$ cat config.mk
export PLATFORM = sky130hd
export DESIGN_NAME = uart_fifo_core
export DESIGN_NICKNAME = d
export VERILOG_FILES = /design/src/rtl/uart_fifo_core.sv
export SDC_FILE = /design/constraint.sdc
export NUM_CORES = 1
export LEC_CHECK = 0
export CORE_MARGIN = 4
export CORE_UTILIZATION = 55
export CTS_CLUSTER_SIZE = 20
export DETAILED_ROUTE_END_ITERATION = 8
export GPL_TIMING_DRIVEN = 0
export PLACE_DENSITY = 0.72
export SLEW_MARGIN = 20
export SYNTH_ARGS = -nofsm -noshare
export SYNTH_HDL_FRONTEND = slang
export SYNTH_SLANG_ARGS = --single-unit
$ cat constraint.sdc
create_clock -name sysclk -period 5.95 [get_ports sysclk]
set_clock_uncertainty 0.1 [all_clocks]
set_input_delay 1.19 -clock sysclk [delete_from_list [all_inputs] [get_ports sysclk]]
set_output_delay 1.19 -clock sysclk [all_outputs]
set_load 0.1 [all_outputs]
$ cat src/rtl/uart_fifo_core.sv
// uart_fifo_core: full-duplex UART, TX/RX FIFOs, 16x oversampled baud tick.
// Define UART_PARITY_EN to add one even-parity bit per frame.
`timescale 1ns/1ps
module uart_fifo_core #(
    parameter int BAUD_DIV   = 326,
    parameter int DATA_BITS  = 8,
    parameter int FIFO_DEPTH = 16,
    parameter int STOP_BITS  = 1
) (
    input  logic                          sysclk,
    input  logic                          reset,
    input  logic                          uart_rx,
    output logic                          uart_tx,
    input  logic [DATA_BITS-1:0]          tx_data,
    input  logic                          tx_valid,
    output logic                          tx_ready,
    output logic [DATA_BITS-1:0]          rx_data,
    output logic                          rx_valid,
    input  logic                          rx_ready,
    output logic [$clog2(FIFO_DEPTH):0]   tx_level,
    output logic [$clog2(FIFO_DEPTH):0]   rx_level,
    output logic                          tx_busy,
    output logic                          frame_err,
    output logic                          overrun,
    output logic                          parity_err
);
    localparam int AW = $clog2(FIFO_DEPTH);
    localparam int LW = AW + 1;

    logic [11:0] baud_cnt;
    logic        tick;

    assign tick = (baud_cnt == 12'(BAUD_DIV - 1));

    always_ff @(posedge sysclk or negedge reset) begin
        if (!reset)    baud_cnt <= '0;
        else if (tick) baud_cnt <= '0;
        else           baud_cnt <= baud_cnt + 12'd1;
    end

    logic [DATA_BITS-1:0] tx_mem [FIFO_DEPTH];
    logic [AW:0]          tx_wr, tx_rd;
    logic                 tx_push, tx_pop, tx_empty, tx_full;

    assign tx_level = tx_wr - tx_rd;
    assign tx_empty = (tx_wr == tx_rd);
    assign tx_full  = (tx_level == LW'(FIFO_DEPTH));
    assign tx_ready = !tx_full;
    assign tx_push  = tx_valid && tx_ready;

    always_ff @(posedge sysclk) begin
        if (tx_push) tx_mem[tx_wr[AW-1:0]] <= tx_data;
    end

    always_ff @(posedge sysclk or negedge reset) begin
        if (!reset) begin
            tx_wr <= '0;
            tx_rd <= '0;
        end else begin
            if (tx_push) tx_wr <= tx_wr + 1'b1;
            if (tx_pop)  tx_rd <= tx_rd + 1'b1;
        end
    end

    typedef enum logic [2:0] {
        T_IDLE, T_START, T_DATA,
`ifdef UART_PARITY_EN
        T_PAR,
`endif
        T_STOP
    } tx_state_t;

    tx_state_t            tx_st;
    logic [3:0]           tx_tk;
    logic [2:0]           tx_bit;
    logic                 tx_stop_n;
    logic [DATA_BITS-1:0] tx_sh;
    logic                 tx_bit_end, tx_last_stop;
`ifdef UART_PARITY_EN
    logic                 tx_par;
`endif

    assign tx_bit_end   = tick && (tx_tk == 4'd15);
    assign tx_last_stop = (tx_stop_n == 1'(STOP_BITS - 1));
    // Popping straight out of the last stop bit gives gap-free back-to-back frames
    assign tx_pop = tick && !tx_empty &&
                    ((tx_st == T_IDLE) ||
                     ((tx_st == T_STOP) && (tx_tk == 4'd15) && tx_last_stop));
    assign tx_busy = (tx_st != T_IDLE) || !tx_empty;

    always_ff @(posedge sysclk or negedge reset) begin
        if (!reset) begin
            tx_st     <= T_IDLE;
            uart_tx   <= 1'b1;
            tx_tk     <= '0;
            tx_bit    <= '0;
            tx_stop_n <= 1'b0;
            tx_sh     <= '0;
`ifdef UART_PARITY_EN
            tx_par    <= 1'b0;
`endif
        end else begin
            if (tick && tx_st != T_IDLE) tx_tk <= tx_tk + 4'd1;
            if (tx_pop) begin
                tx_st     <= T_START;
                uart_tx   <= 1'b0;
                tx_sh     <= tx_mem[tx_rd[AW-1:0]];
                tx_tk     <= '0;
                tx_bit    <= '0;
                tx_stop_n <= 1'b0;
`ifdef UART_PARITY_EN
                tx_par    <= ^tx_mem[tx_rd[AW-1:0]];
`endif
            end else if (tx_bit_end) begin
                unique case (tx_st)
                    T_START: begin
                        tx_st   <= T_DATA;
                        uart_tx <= tx_sh[0];
                    end
                    T_DATA: begin
                        if (tx_bit == 3'(DATA_BITS - 1)) begin
`ifdef UART_PARITY_EN
                            tx_st   <= T_PAR;
                            uart_tx <= tx_par;
`else
                            tx_st   <= T_STOP;
                            uart_tx <= 1'b1;
`endif
                        end else begin
                            tx_bit  <= tx_bit + 3'd1;
                            tx_sh   <= tx_sh >> 1;
                            uart_tx <= tx_sh[1];
                        end
                    end
`ifdef UART_PARITY_EN
                    T_PAR: begin
                        tx_st   <= T_STOP;
                        uart_tx <= 1'b1;
                    end
`endif
                    T_STOP: begin
                        if (tx_last_stop) begin
                            tx_st   <= T_IDLE;
                            uart_tx <= 1'b1;
                        end else begin
                            tx_stop_n <= tx_stop_n + 1'b1;
                        end
                    end
                    default: ;
                endcase
            end
        end
    end

    logic [1:0] rx_sync;
    logic       rx_prev, rx_s;

    assign rx_s = rx_sync[1];

    always_ff @(posedge sysclk or negedge reset) begin
        if (!reset) begin
            rx_sync <= 2'b11;
            rx_prev <= 1'b1;
        end else begin
            rx_sync <= {rx_sync[0], uart_rx};
            rx_prev <= rx_s;
        end
    end

    logic [DATA_BITS-1:0] rx_mem [FIFO_DEPTH];
    logic [AW:0]          rx_wr, rx_rd;
    logic                 rx_push, rx_pop, rx_full, rx_stop_ok;
    logic [DATA_BITS-1:0] r_sh;

    assign rx_level = rx_wr - rx_rd;
    assign rx_valid = (rx_wr != rx_rd);
    assign rx_full  = (rx_level == LW'(FIFO_DEPTH));
    assign rx_pop   = rx_ready && rx_valid;
    assign rx_data  = rx_valid ? rx_mem[rx_rd[AW-1:0]] : '0;

    always_ff @(posedge sysclk) begin
        if (rx_push) rx_mem[rx_wr[AW-1:0]] <= r_sh;
    end

    always_ff @(posedge sysclk or negedge reset) begin
        if (!reset) begin
            rx_wr <= '0;
            rx_rd <= '0;
        end else begin
            if (rx_push) rx_wr <= rx_wr + 1'b1;
            if (rx_pop)  rx_rd <= rx_rd + 1'b1;
        end
    end

    typedef enum logic [2:0] {
        R_IDLE, R_START, R_DATA,
`ifdef UART_PARITY_EN
        R_PAR,
`endif
        R_STOP, R_WAIT
    } rx_state_t;

    rx_state_t  r_st;
    logic [3:0] r_tk;
    logic [2:0] r_bit;
    logic       r_samp;
`ifdef UART_PARITY_EN
    logic       r_perr;
`endif

    assign r_samp     = tick && (r_tk == 4'd15);
    assign rx_stop_ok = (r_st == R_STOP) && r_samp && rx_s;
    // A pop in the same cycle frees the slot, so a full FIFO can still accept
    assign rx_push    = rx_stop_ok && (!rx_full || rx_pop);

    always_ff @(posedge sysclk or negedge reset) begin
        if (!reset) begin
            r_st      <= R_IDLE;
            r_tk      <= '0;
            r_bit     <= '0;
            r_sh      <= '0;
            frame_err <= 1'b0;
            overrun   <= 1'b0;
`ifdef UART_PARITY_EN
            r_perr     <= 1'b0;
            parity_err <= 1'b0;
`endif
        end else begin
            frame_err <= 1'b0;
            overrun   <= 1'b0;
`ifdef UART_PARITY_EN
            parity_err <= 1'b0;
`endif
            if (tick) r_tk <= r_tk + 4'd1;
            unique case (r_st)
                R_IDLE: begin
                    if (rx_prev && !rx_s) begin
                        r_st  <= R_START;
                        r_tk  <= '0;
                        r_bit <= '0;
                    end
                end
                R_START: begin
                    if (tick && r_tk == 4'd7) begin
                        if (rx_s) begin
                            r_st <= R_IDLE;
                        end else begin
                            r_st <= R_DATA;
                            r_tk <= '0;
                        end
                    end
                end
                R_DATA: begin
                    if (r_samp) begin
                        r_sh <= {rx_s, r_sh[DATA_BITS-1:1]};
                        if (r_bit == 3'(DATA_BITS - 1)) begin
`ifdef UART_PARITY_EN
                            r_st <= R_PAR;
`else
                            r_st <= R_STOP;
`endif
                        end else begin
                            r_bit <= r_bit + 3'd1;
                        end
                    end
                end
`ifdef UART_PARITY_EN
                R_PAR: begin
                    if (r_samp) begin
                        r_perr <= rx_s ^ (^r_sh);
                        r_st   <= R_STOP;
                    end
                end
`endif
                R_STOP: begin
                    if (r_samp) begin
                        if (!rx_s) begin
                            frame_err <= 1'b1;
                            r_st      <= R_WAIT;
                        end else begin
                            r_st    <= R_IDLE;
                            overrun <= !rx_push;
`ifdef UART_PARITY_EN
                            parity_err <= r_perr;
`endif
                        end
                    end
                end
                R_WAIT: begin
                    if (rx_s) r_st <= R_IDLE;
                end
                default: r_st <= R_IDLE;
            endcase
        end
    end

`ifndef UART_PARITY_EN
    assign parity_err = 1'b0;
`endif

endmodule

* Word-level counts from Yosys, hierarchy flattened
Memories as Yosys holds them, arrays and structs flattened. Index checks and enable logic that the tools add are counted.
Word-level totals: bits in registers 75, bits in latches 0, memory bits (writable) 256, ROM bits 0, input bits 13, output and inout bits 25, logic and storage cells 153, memories kept 2
Memory list:
- rx_mem | depth 16, bits a word 8, read ports 1, clocked after Yosys merged registers in 0, wr ports 1, line 170 | logic [DATA_BITS-1:0] rx_mem [FIFO_DEPTH];
- tx_mem | depth 16, bits a word 8, read ports 1, clocked after Yosys merged registers in 0, wr ports 1, line 41 | logic [DATA_BITS-1:0] tx_mem [FIFO_DEPTH];
Operators by class: $add $sub $neg 12, $mul 0, divide/modulo/power cells 0, $lt $le $gt $ge 0, equal/unequal tests 27, shift-type cells 0, mux-type cells 54, bitwise logic cells 1, reduce and logical (&&, ||, !) cells 38
Operators by type and width (count):
- 3-bit two-way mux | 18
- 8-bit two-way mux | 5
- 4-bit two-way mux | 6
- 5-bit by 1-bit adder with 5-bit output, second input constant | 4
- 1-bit two-way mux | 18
- 2-bit != test, second input constant | 8
- 3-bit case mux with 5 select lines | 1
- 1-bit logical AND | 14
- 12-bit by 1-bit adder with 12-bit output, second input constant | 1
- 12-bit by 9-bit equality test with 1-bit output, second input constant | 1
- 3-bit by 2-bit equality test with 1-bit output, second input constant | 4
- 12-bit two-way mux | 1
- 5-bit equality test, second input constant | 2
- 2-bit nonzero test | 5
- 5-bit subtractor | 2
- 3-bit equality test, second input constant | 3
- 3-bit case mux with 3 select lines | 1
- 4-bit by 1-bit adder with 4-bit output, second input constant | 2
- 4-bit equality test, second input constant | 2
- 4-bit case mux with 2 select lines | 1
- 4-bit AND reduction | 2
- 3-bit by 1-bit adder with 3-bit output, second input constant | 2
- 3-bit by 1-bit equality test with 1-bit output, second input constant | 2
- 3-bit zero test | 2
- other kinds (16) | 25

* Logic depth before layout (Yosys ltp)
word-level depth 9, mapped depth 11

* Worst setup path before layout
Ideal clock, no wire load.
path kind register to register, start point register tx_wr[0], end point memory tx_mem[4][0], enable pin, arrival 5484 ps, path slack 78 ps, cell stages (with the launch flop) 11, path buffers 1, cell sequence dfrtp_1 > inv_1 > ha_1 > fa_1 > nand2b_1 > a21oi_1 > xor2_1 > o211ai_1 > nand2_1 > clkbuf_1 > nor3_1
On the way: word-level cells in the longest chain between the ends 6
Ends and longest elaborated chain:
- from (decl) | line 42 | logic [AW:0] tx_wr, tx_rd;
- from (signal assigned) | line 60 | if (tx_push) tx_wr <= tx_wr + 1'b1;
- 5-bit subtractor | line 45 | assign tx_level = tx_wr - tx_rd;
- via tx_level[4] | line 20 | output logic [$clog2(FIFO_DEPTH):0] tx_level,
- 5-bit equality test | line 47 | assign tx_full = (tx_level == LW'(FIFO_DEPTH));
- 1-bit zero test | line 48 | assign tx_ready = !tx_full;
- via tx_ready | line 16 | output logic tx_ready,
- 1-bit logical AND | line 49 | assign tx_push = tx_valid && tx_ready;
- 1-bit two-way mux | line 52 | if (tx_push) tx_mem[tx_wr[AW-1:0]] <= tx_data;
- 1-bit two-way mux (implied by the code) | line 52
- to (decl) | line 41
The timed path passes the listed nets, and every way through them passes these cells.

* Final worst setup path
start point register rx_rd[1], end point output rx_data[3]
On the way: word-level cells in the longest chain between the ends 2, elaborated cells on any way between the ends 3, classes of those cells eq/ne: 1; mux: 1; memory: 1
Ends and longest elaborated chain:
- from (decl) | line 171 | logic [AW:0] rx_wr, rx_rd;
- from (signal assigned) | line 191 | if (rx_pop) rx_rd <= rx_rd + 1'b1;
- memory read 16 x 8 bit / 5-bit != test (equally long branches)
- 8-bit two-way mux * | line 179 | assign rx_data = rx_valid ? rx_mem[rx_rd[AW-1:0]] : '0;
- to (decl) | line 17 | output logic [DATA_BITS-1:0] rx_data,
Every way passes the cells marked *; elsewhere a longest branch is shown, timed or not.

==> flow_summary.json <==
{
  "crit_chain": "clkbuf_1 -> clkbuf_1 -> inv_1 -> ha_1 -> nand4_1 -> nor2_1 -> nor2b_1 -> clkdlybuf4s50_1",
  "grt-ovfl-total": 0,
  "r2r_start": "tx_rd[1]",
  "place_ws_ns": 0.635,
  "via_per_inst": 5.93,
  "worst_path_most_repeated_cell": "clkbuf_1",
  "slew_violations": 0,
  "grt_max_degree": 50,
  "cts_num_sinks": 329,
  "cts_buffers": 35,
  "cp.depth": 8,
  "total_power_mw": 6.27,
  "synth_fp_nets": 833,
  "max_freq_mhz": 185,
  "synthCells": 788,
  "ir_worst_vdd_mv": 0.396,
  "crit_end": "rx_data[3]",
  "p_leak_nw": 5.82,
  "layout_commonest_cell": "edfxtp_1",
  "startpoint": "rx_rd[1]",
  "ff2ff_setup_slack_ns": 1.27,
  "synth-edff-count": 256,
  "finalWeightedCongestion": 0.844,
  "slowest_stage": "clkdlybuf4s50_1",
  "cts_buffer_depth": 3,
  "hold_buffers": 0,
  "yosysSeqAreaShare": 0.688,
  "hold_violations": 0,
  "cpLargestDelayFamily": "buffers and inverters",
  "drtIter0Drc": 584,
  "cp.arrival_ns": 4.13,
  "clock_latency_ns": 0.52,
  "slew_headroom": 0.327,
  "portBuffers": 36,
  "dr.pass1.iters": 5,
  "worst_slack_ns": 0.532,
  "die-area_sq_um": 27700,
  "finalNetCount": 912,
  "start_util": 0.564,
  "crit_path_max_incr_delay_ns": 1.01,
  "vias": 7221,
  "postRouteWirelength_microns": 28100,
  "synthArstFlopShare": 0.222,
  "hold_path.class": "reg -> reg",
  "cts_tree": "done",
  "tightest_slew_ns": 1.01,
  "worst_r2r_path_depth": 11,
  "p_per_area_nw_per_um2": 396,
  "antenna_cells": 0,
  "die_w_microns": 167,
  "gr-usage-all-layers": 0.205,
  "synth_area_sq_um": 13800,
  "worstPathRequired_ns": 4.66,
  "syn2layout_area_growth_pct": 14.5,
  "setup_viol": 0,
  "postRouteAntennaNets": 0,
  "io-pin-count": 38,
  "synth_flop_cell": "edfxtp_1",
  "crit_buf_inv": 4,
  "grt_pass1_wl_microns": 44200,
  "period_share": 0.911,
  "cts_root_buffer": "clkbuf_16",
  "reg2reg_to": "tx_mem[9][2]",
  "synth_area_per_cell_sq_um": 17.5,
  "cp-end-kind": "output port",
  "drive_above_1_share": 0.216,
  "dp_hpwl_microns": 18800,
  "grt_setup_unrepaired": "false",
  "post_cts_buffers": 0,
  "post-route-drc-count": 0,
  "maxCapViolCount": 0,
  "netlist-cell-type-count": 57,
  "clkTransAtPathRegs_ns": 0.06,
  "path_class": "reg -> out",
  "yosys_register_bits": 329,
  "cp-start-kind": "register",
  "final_cell_mix": "256 x edfxtp_1, 80 x mux4_2, 69 x dfrtp_1",
  "die_height_microns": 167,
  "placementRows": 57,
  "antenna_found_initial": 0,
  "setup-tns-final_ns": 0,
  "core_area_sq_um": 24500,
  "yosysWarnings": 0,
  "min_period_ns": 5.42,
  "crit_fanout": 10,
  "wl_per_cell_microns": 23.1,
  "cts_htree_levels": 2,
  "grt_pass1_vias": 7771,
  "status": "complete, no violations"
}
[how the worst min path moves through the flow]
stage	start	to	slack, ns	cells past startpoint
detailed placement	rx_sync[0]	rx_sync[1]	0.26	0
CTS	rx_sync[0]	rx_sync[1]	0.26	0
global placement	rx_sync[0]	rx_sync[1]	0.25	0
global route	rx_sync[0]	rx_sync[1]	0.27	0
floorplan	rx_sync[0]	rx_sync[1]	0.25	0
finish	rx_sync[0]	rx_sync[1]	0.26	0
[timing repair]
item | in CTS | in global routing
endpoints found under the setup margin | 0 | 1
gates resized for setup | 0 | 1
hold endpoints to repair | 0 | 0
[Yosys cell counts, types with 2 or more instances]
master,number,share of area
edfxtp_1,256,0.56
mux4_2,80,0.13
dfrtp_1,69,0.12
nor2_1,59,0.016
ha_1,30,0.027
nand2_1,27,0.0073
inv_1,25,0.0068
xnor2_1,24,0.015
nand3_1,19,0.0069
clkbuf_1,18,0.0049
nor3_1,16,0.0058
xor2_1,14,0.0089
nor2b_1,13,0.0059
a21oi_1,12,0.0043
mux2i_1,12,0.0087
mux2_2,11,0.0090
nand4_1,11,0.0050
o21ai_0,11,0.0040
buf_2,9,0.0033
nand2b_1,8,0.0036
nor3b_1,5,0.0027
a31oi_1,4,0.0018
and3_1,4,0.0018
dfstp_2,4,0.0076
nor4b_1,4,0.0025
buf_4,3,0.0016
nand3b_1,3,0.0016
a211oi_1,2,0.0011
a21boi_0,2,0.0011
buf_1,2,0.00054
clkbuf_8,2,0.0020
fa_1,2,0.0029
inv_2,2,0.00054
nor4bb_1,2,0.0014
[per-layer routing]
| layer | vias up | GRT usage | routed length, microns |
|---|---|---|---|
| li1 | 3210 | - | - |
| met2 | 221 | 0.365 | 14900 |
| met1 | 3736 | 0.261 | 11000 |
| met3 | 54 | 0.0346 | 1440 |
| met4 | 0 | 0.0626 | 727 |
| met5 | - | 0 | 0 |
[cell type report]
type,count,area (sq um)
sequential,329,9520
inverter,27,101
fill,1659,8700
clock inverter,20,185
tap,324,405
buffer,35,181
timing repair buffer,42,420
clock buffer,43,906
multi-input combinational,397,4110
[metrics by stage]
step	cells	util	hold slack (ns)	area, sq um
after floorplan	788	-	0.245	13800
after global placement	1148	0.595	0.247	14600
after detailed placement	1154	0.601	0.256	14700
after CTS	1217	0.645	0.264	15800
after global routing	1217	0.645	0.266	15800
final	1217	0.645	0.261	15800
[flip-flops by register name, summed over array words and instances, names as in the netlist, 4 cells and up]
name	flops
rx_mem	128
tx_rd	5
tx_mem	128
rx_wr	5
tx_tk	4
tx_sh	8
r_sh	8
baud_cnt	12
rx_rd	5
tx_wr	5
r_tk	4
[power breakdown]
group          switching (mW)  total, mW  internal [mW]
clock                   0.861       2.08           1.22
combinational            1.07       1.54          0.468
sequential             0.0560       2.65           2.59
[cell families (layout without fill, tap and decap cells)]
logic type,Yosys count,after routing,share of synthesized area
buffers and inverters,62,167,0.0204
adders and majority gates,32,32,0.0300
muxes,103,103,0.148
AOI/OAI and AO/OA,37,37,0.0159
other,1,1,0.000271
DFF,329,329,0.688
xor gates and xnor gates,38,38,0.0241
and+or+nand+nor,186,186,0.0729
Note: power is estimated with default switching activity, not from simulation.
